`src/rtl/sha_round_state.sv`:
```
// SHA-2 compression-state engine: holds working variables a..h and runs ROUNDS rounds per block.
// Optional SHA_ROUND_FEEDFORWARD_EN adds the initial-hash register so state_out carries the chained digest.
`timescale 1ns/1ps
module sha_round_state #(
    parameter int WORD_W = 32,
    parameter int ROUNDS = 64,
    parameter int CNT_W  = 7
) (
    input  logic                clk,
    input  logic                reset,
    input  logic                start,
    input  logic [8*WORD_W-1:0] h_in,
    input  logic [WORD_W-1:0]   w_in,
    input  logic [WORD_W-1:0]   k_in,
    output logic [CNT_W-1:0]    round_idx,
    output logic                busy,
    output logic                done,
    output logic [8*WORD_W-1:0] state_out
);

    if (WORD_W != 32 && WORD_W != 64) begin : g_bad_word_w
        $error("sha_round_state: WORD_W must be 32 or 64");
    end
    if (2 ** CNT_W <= ROUNDS) begin : g_bad_cnt_w
        $error("sha_round_state: CNT_W too narrow for ROUNDS");
    end

    typedef enum logic [1:0] {
        S_IDLE = 2'd0,
        S_RUN  = 2'd1,
        S_FIN  = 2'd2
    } state_t;

    localparam logic [CNT_W-1:0] LAST_ROUND = CNT_W'(ROUNDS - 1);

    function automatic logic [WORD_W-1:0] rotr(input logic [WORD_W-1:0] x, input int n);
        return (x >> n) | (x << (WORD_W - n));
    endfunction

    function automatic logic [WORD_W-1:0] big_s0(input logic [WORD_W-1:0] x);
        if (WORD_W == 64) return rotr(x, 28) ^ rotr(x, 34) ^ rotr(x, 39);
        else              return rotr(x, 2) ^ rotr(x, 13) ^ rotr(x, 22);
    endfunction

    function automatic logic [WORD_W-1:0] big_s1(input logic [WORD_W-1:0] x);
        if (WORD_W == 64) return rotr(x, 14) ^ rotr(x, 18) ^ rotr(x, 41);
        else              return rotr(x, 6) ^ rotr(x, 11) ^ rotr(x, 25);
    endfunction

    function automatic logic [WORD_W-1:0] ch(input logic [WORD_W-1:0] e, f, g);
        return (e & f) ^ (~e & g);
    endfunction

    function automatic logic [WORD_W-1:0] maj(input logic [WORD_W-1:0] a, b, c);
        return (a & b) ^ (a & c) ^ (b & c);
    endfunction

    // Word 7 is a (MSBs), word 0 is h, matching the h_in/state_out packing.
    state_t                 fsm_q, fsm_d;
    logic [7:0][WORD_W-1:0] wv_q, wv_d;
    logic [7:0][WORD_W-1:0] sout_q, sout_d;
    logic [CNT_W-1:0]       round_q, round_d;
    logic [7:0][WORD_W-1:0] rnd_next;
    logic [7:0][WORD_W-1:0] result;
    logic [WORD_W-1:0]      t1;
    logic [WORD_W-1:0]      t2;
`ifdef SHA_ROUND_FEEDFORWARD_EN
    logic [7:0][WORD_W-1:0] hreg_q, hreg_d;
`endif

    always_comb begin
        fsm_d   = fsm_q;
        wv_d    = wv_q;
        sout_d  = sout_q;
        round_d = round_q;
`ifdef SHA_ROUND_FEEDFORWARD_EN
        hreg_d  = hreg_q;
`endif

        t1 = wv_q[0] + big_s1(wv_q[3]) + ch(wv_q[3], wv_q[2], wv_q[1]) + k_in + w_in;
        t2 = big_s0(wv_q[7]) + maj(wv_q[7], wv_q[6], wv_q[5]);
        rnd_next = {t1 + t2, wv_q[7], wv_q[6], wv_q[5], wv_q[4] + t1, wv_q[3], wv_q[2], wv_q[1]};

        // The result is registered on the last-round edge so it is valid alongside done in FIN.
`ifdef SHA_ROUND_FEEDFORWARD_EN
        for (int i = 0; i < 8; i++) begin
            result[i] = rnd_next[i] + hreg_q[i];
        end
`else
        result = rnd_next;
`endif

        case (fsm_q)
            S_IDLE: begin
                if (start) begin
                    fsm_d   = S_RUN;
                    wv_d    = h_in;
                    round_d = '0;
`ifdef SHA_ROUND_FEEDFORWARD_EN
                    hreg_d  = h_in;
`endif
                end
            end
            S_RUN: begin
                wv_d = rnd_next;
                if (round_q == LAST_ROUND) begin
                    fsm_d  = S_FIN;
                    sout_d = result;
                end else begin
                    round_d = round_q + 1'b1;
                end
            end
            S_FIN: begin
                fsm_d = S_IDLE;
            end
            default: begin
                fsm_d = S_IDLE;
            end
        endcase
    end

    always_ff @(posedge clk) begin
        if (reset) begin
            fsm_q   <= S_IDLE;
            wv_q    <= '0;
            sout_q  <= '0;
            round_q <= '0;
`ifdef SHA_ROUND_FEEDFORWARD_EN
            hreg_q  <= '0;
`endif
        end else begin
            fsm_q   <= fsm_d;
            wv_q    <= wv_d;
            sout_q  <= sout_d;
            round_q <= round_d;
`ifdef SHA_ROUND_FEEDFORWARD_EN
            hreg_q  <= hreg_d;
`endif
        end
    end

    assign round_idx = round_q;
    assign busy      = (fsm_q != S_IDLE);
    assign done      = (fsm_q == S_FIN);
    assign state_out = sout_q;

endmodule

```
`config.mk`:
```
export PLATFORM = sky130hd
export DESIGN_NAME = sha_round_state
export DESIGN_NICKNAME = d
export VERILOG_FILES = /design/src/rtl/sha_round_state.sv
export SDC_FILE = /design/constraint.sdc
export NUM_CORES = 2
export LEC_CHECK = 0
export ABC_AREA = 1
export BUFFER_PORTS_ARGS = -buffer_cell sky130_fd_sc_hd__buf_2
export CAP_MARGIN = 0
export CORE_MARGIN = 5
export CORE_UTILIZATION = 40
export CTS_CLUSTER_DIAMETER = 200
export DETAILED_ROUTE_END_ITERATION = 12
export GPL_TIMING_DRIVEN = 0
export HOLD_SLACK_MARGIN = 0.05
export PLACE_DENSITY = 0.66
export SYNTH_ARGS = -nofsm -noshare
export SYNTH_HDL_FRONTEND = slang
export SYNTH_SLANG_ARGS = --single-unit
```
`constraint.sdc`:
```
create_clock -name clk -period 5.9 [get_ports clk]
set_input_delay 0.885 -clock clk [delete_from_list [all_inputs] [get_ports clk]]
set_output_delay 0.885 -clock clk [all_outputs]
set_load 0.05 [all_outputs]
```
==> key figures <==
Drt
  • Routed met3 length: 17470 um
  • ANT nets after route: 0
  • DRC errors left: 0
  • Average vias per placed instance: 5.598
  • Starting DRC count in detailed routing: 3602
  • Drt first pass iters: 6
  • WL per Instance: 25.23 um
  • Detailed route wirelength on metal2: 68780 um
  • Highest routed metal layer: met5
  • Wire length after detailed routing: 155600 um
  • Wl on met1: 61230 um
  • Vias: 34520

Critical path
  • Buffers and inverters on the worst path: 8
  • Maximum fanout along the worst path: 4
  • Crit path required time: 6.45 ns
  • Critical path endpoint category: flop
  • Launch point of the worst reg-to-reg path: result[64]
  • Largest stage delay on the critical path: 0.58 ns
  • Data arrival time of the worst path: 6.68 ns
  • Cell family contributing the most delay on the critical path: adder cells
  • Top cell by count, worst path: sky130_fd_sc_hd__fa_1
  • Crit. Startpoint: w_in[7]
  • Worst-case register-to-register setup slack: -0.22 ns
  • Cell type of the slowest stage on the worst timing path: sky130_fd_sc_hd__fa_1
  • Worst setup path class: primary input to flop
  • Startpoint kind of the worst setup timing path: primary input

Clock network
  • Hold buffers post-CTS: 0
  • Clock latency on the worst-skew pair: 0.64 ns
  • Clock Sink Count: 521
  • Clock tree from TritonCTS: done
  • Clock-pin slew of the registers on the worst-case setup and hold paths: 0.06 ns
  • Root buffer cell: sky130_fd_sc_hd__clkbuf_16
  • Total CTS buffers: 55
  • Maximum buffer depth of the clock tree: 3
  • Number of levels in the clock H-tree: 2

Timing
  • Worst slew margin relative to its limit: 0.01965
  • Transition time at the pin with the least slew margin: 1.471 ns
  • Clock skew: 0.03454 ns
  • RSZ-0062 raised after global routing: yes
  • Minimum setup slack in the final design: -0.2257 ns
  • Final period demand of the worst path: 6.126 ns
  • Endpoints failing hold: 0
  • Final slew viol count: 0
  • Final setup violation count: 26
  • Timing-limited maximum frequency: 163.2 MHz
  • Share of the cycle needed by the critical path after routing: 1.038
  • WHS: 0.4721 ns

Global routing
  • Overflow left after global routing: 0
  • Global Route Usage Sum: 0.3437
  • Maximum number of pins on one net before global-route repair: 16
  • Vias in the first global route: 32660
  • Global-route wire length before repair: 218300 um
  • Initial antenna violation count: 8

Run status
  • Outcome: finished, violations left
  • Violations in the final reports: negative setup slack

Die
  • Starting density of the core: 0.4027
  • Die extent in x: 291.6 um
  • Number of standard-cell rows in the floorplan: 103
  • Die footprint: 85000 um^2
  • I/O pin count: 588
  • Chip height: 291.6 um
  • Floorplan core area: 78740 um^2

Finish
  • Area added between synthesis and finish: 28.70%
  • Share of final-layout standard cells stronger than drive strength 1: 0.2644
  • Fillers: 7816
  • Net count, final: 5614

Placement
  • Weighted congestion reported at the end of routability-driven placement: 1.010
  • Port Buf Inserts: 586
  • Dpl hpwl: 125300 um

Yosys
  • Library cell with the largest summed area after synthesis: sky130_fd_sc_hd__dfxtp_1
  • Area fraction of the dominant cell type after synthesis: 0.3289
  • Synth unique cells: 52
  • Syn_area_per_cell: 7.258 um^2
  • Syn_nets: 4911
  • FFs w/ async S/R, synth: 0
  • Top area cells in the synthesized netlist: sky130_fd_sc_hd__dfxtp_1 (33%), sky130_fd_sc_hd__nand2_1 (10%), sky130_fd_sc_hd__inv_1 (8.0%)
  • Register area share after synthesis: 0.3289
  • Synth Warn #: 0
  • Number of enable flip-flop cells after synthesis: 0
  • Prevailing post-synth register cell: sky130_fd_sc_hd__dfxtp_1
  • Flip-flop and latch count after synthesis: 521
  • Cells after Synth: 4369
  • Total standard cell area after synthesis: 31710 um^2

Job
  • Max-cap violation count: 0

Worst hold path
  • Worst hold path class: flop to flop
  • Hold_sp: state_out[85]
tightest hold or removal path, cell delays in order (launching register included):
cell and delay, ns:
sky130_fd_sc_hd__dfxtp_1 0.31, sky130_fd_sc_hd__nand3_1 0.07, sky130_fd_sc_hd__nand2_1 0.05
placed cells by master (no fill, tap or decap), drive strengths merged, types with 3 or more instances in the layout:
cell type,n
nor3b,3
nor3,17
dfxtp,521
o21ai,592
a31oi,203
a21boi,6
o21a,5
o221ai,14
fa,125
diode,3
a21oi,162
nand4,21
o211ai,24
nand3,300
xnor2,86
nand2,868
a211oi,5
a31o,4
clkbuf,241
buf,775
o21bai,45
inv,687
clkinv,10
ha,94
a21o,9
nor2,178
or2,4
nor4,3
xor2,102
repair_timing:
item | in CTS | in global routing
setup endpoints to repair | 90 | 75
setup buffers | 48 | 41
resized for setup | 326 | 242
cloned | 0 | 0
pin swaps | 106 | 110
endpoints found under the hold margin | 0 | 0
path summary, 6_finish.rpt:
check             endpoint  depth (start not counted)
max            result[212]                         30
min          state_out[85]                          2
max reg2reg    result[212]                         28
min reg2reg  state_out[85]                          2
stage by stage:
| step | setup TNS (ns) | utilization | instances | area (um^2) | setup WS (ns) |
|---|---|---|---|---|---|
| after detailed placement | -73.26 | 0.4571 | 6005 | 35990 | -1.842 |
| after global placement | -75.31 | 0.4571 | 6005 | 35990 | -1.841 |
| after floorplan | 0 | - | 4369 | 31740 | 0.001190 |
| final | -2.832 | 0.5183 | 6166 | 40810 | -0.2257 |
| after CTS | -1.357 | 0.5005 | 6122 | 39410 | -0.1763 |
| after global routing | -8.347 | 0.5182 | 6164 | 40810 | -0.4301 |
cells in the mapped netlist, drive strengths merged (21+ instances only):
cell and count:
fa 125, o21ai 592, ha 94, dfxtp 521, nor2 178, a31oi 203, clkbuf 187, xor2 102
inv 686, nand4 21, o211ai 24, o21bai 45, nand3 300, buf 100, xnor2 86, nand2 868
a21oi 162
registers in the layout, summed over array words and instances, names as in the netlist:
signal     count
fsm_q          2
result       192
round_idx      7
state_out    256
wv_q          64
per-layer routing:
metal | up-vias | track usage
li1 | 15520 | -
met1 | 16550 | 0.4557
met2 | 2069 | 0.5366
met3 | 364 | 0.08275
met4 | 10 | 0.1509
met5 | - | 0
cells by family (layout without fill, tap and decap cells):
logic type | after synthesis | after routing | share of synthesized area
AO/OA/AOI/OAI | 1071 | 1071 | 0.1984
XOR/XNOR | 188 | 188 | 0.05193
adder cells (fa/ha/maj) | 219 | 219 | 0.1160
buffers and inverters | 973 | 1717 | 0.1215
flip-flops | 521 | 521 | 0.3289
other | 0 | 3 | 0
AND/OR/NAND/NOR | 1397 | 1397 | 0.1833
cell type report:
type	instances	area, um^2	share of cell area
Clock buffer	83	1612	0.03949
Multi-Input combinational cell	2875	19730	0.4835
Buffer	259	1184	0.02900
Sequential cell	521	10510	0.2575
Clock inverter	15	176.4	0.004323
Antenna cell	3	7.507	0.0001840
Tap cell	1050	1314	0.03219
Timing Repair Buffer	674	3682	0.09023
Inverter	686	2594	0.06356
Power is not shown: default switching activity piles up to over one toggle a cycle in this logic, so the estimate is an artifact.
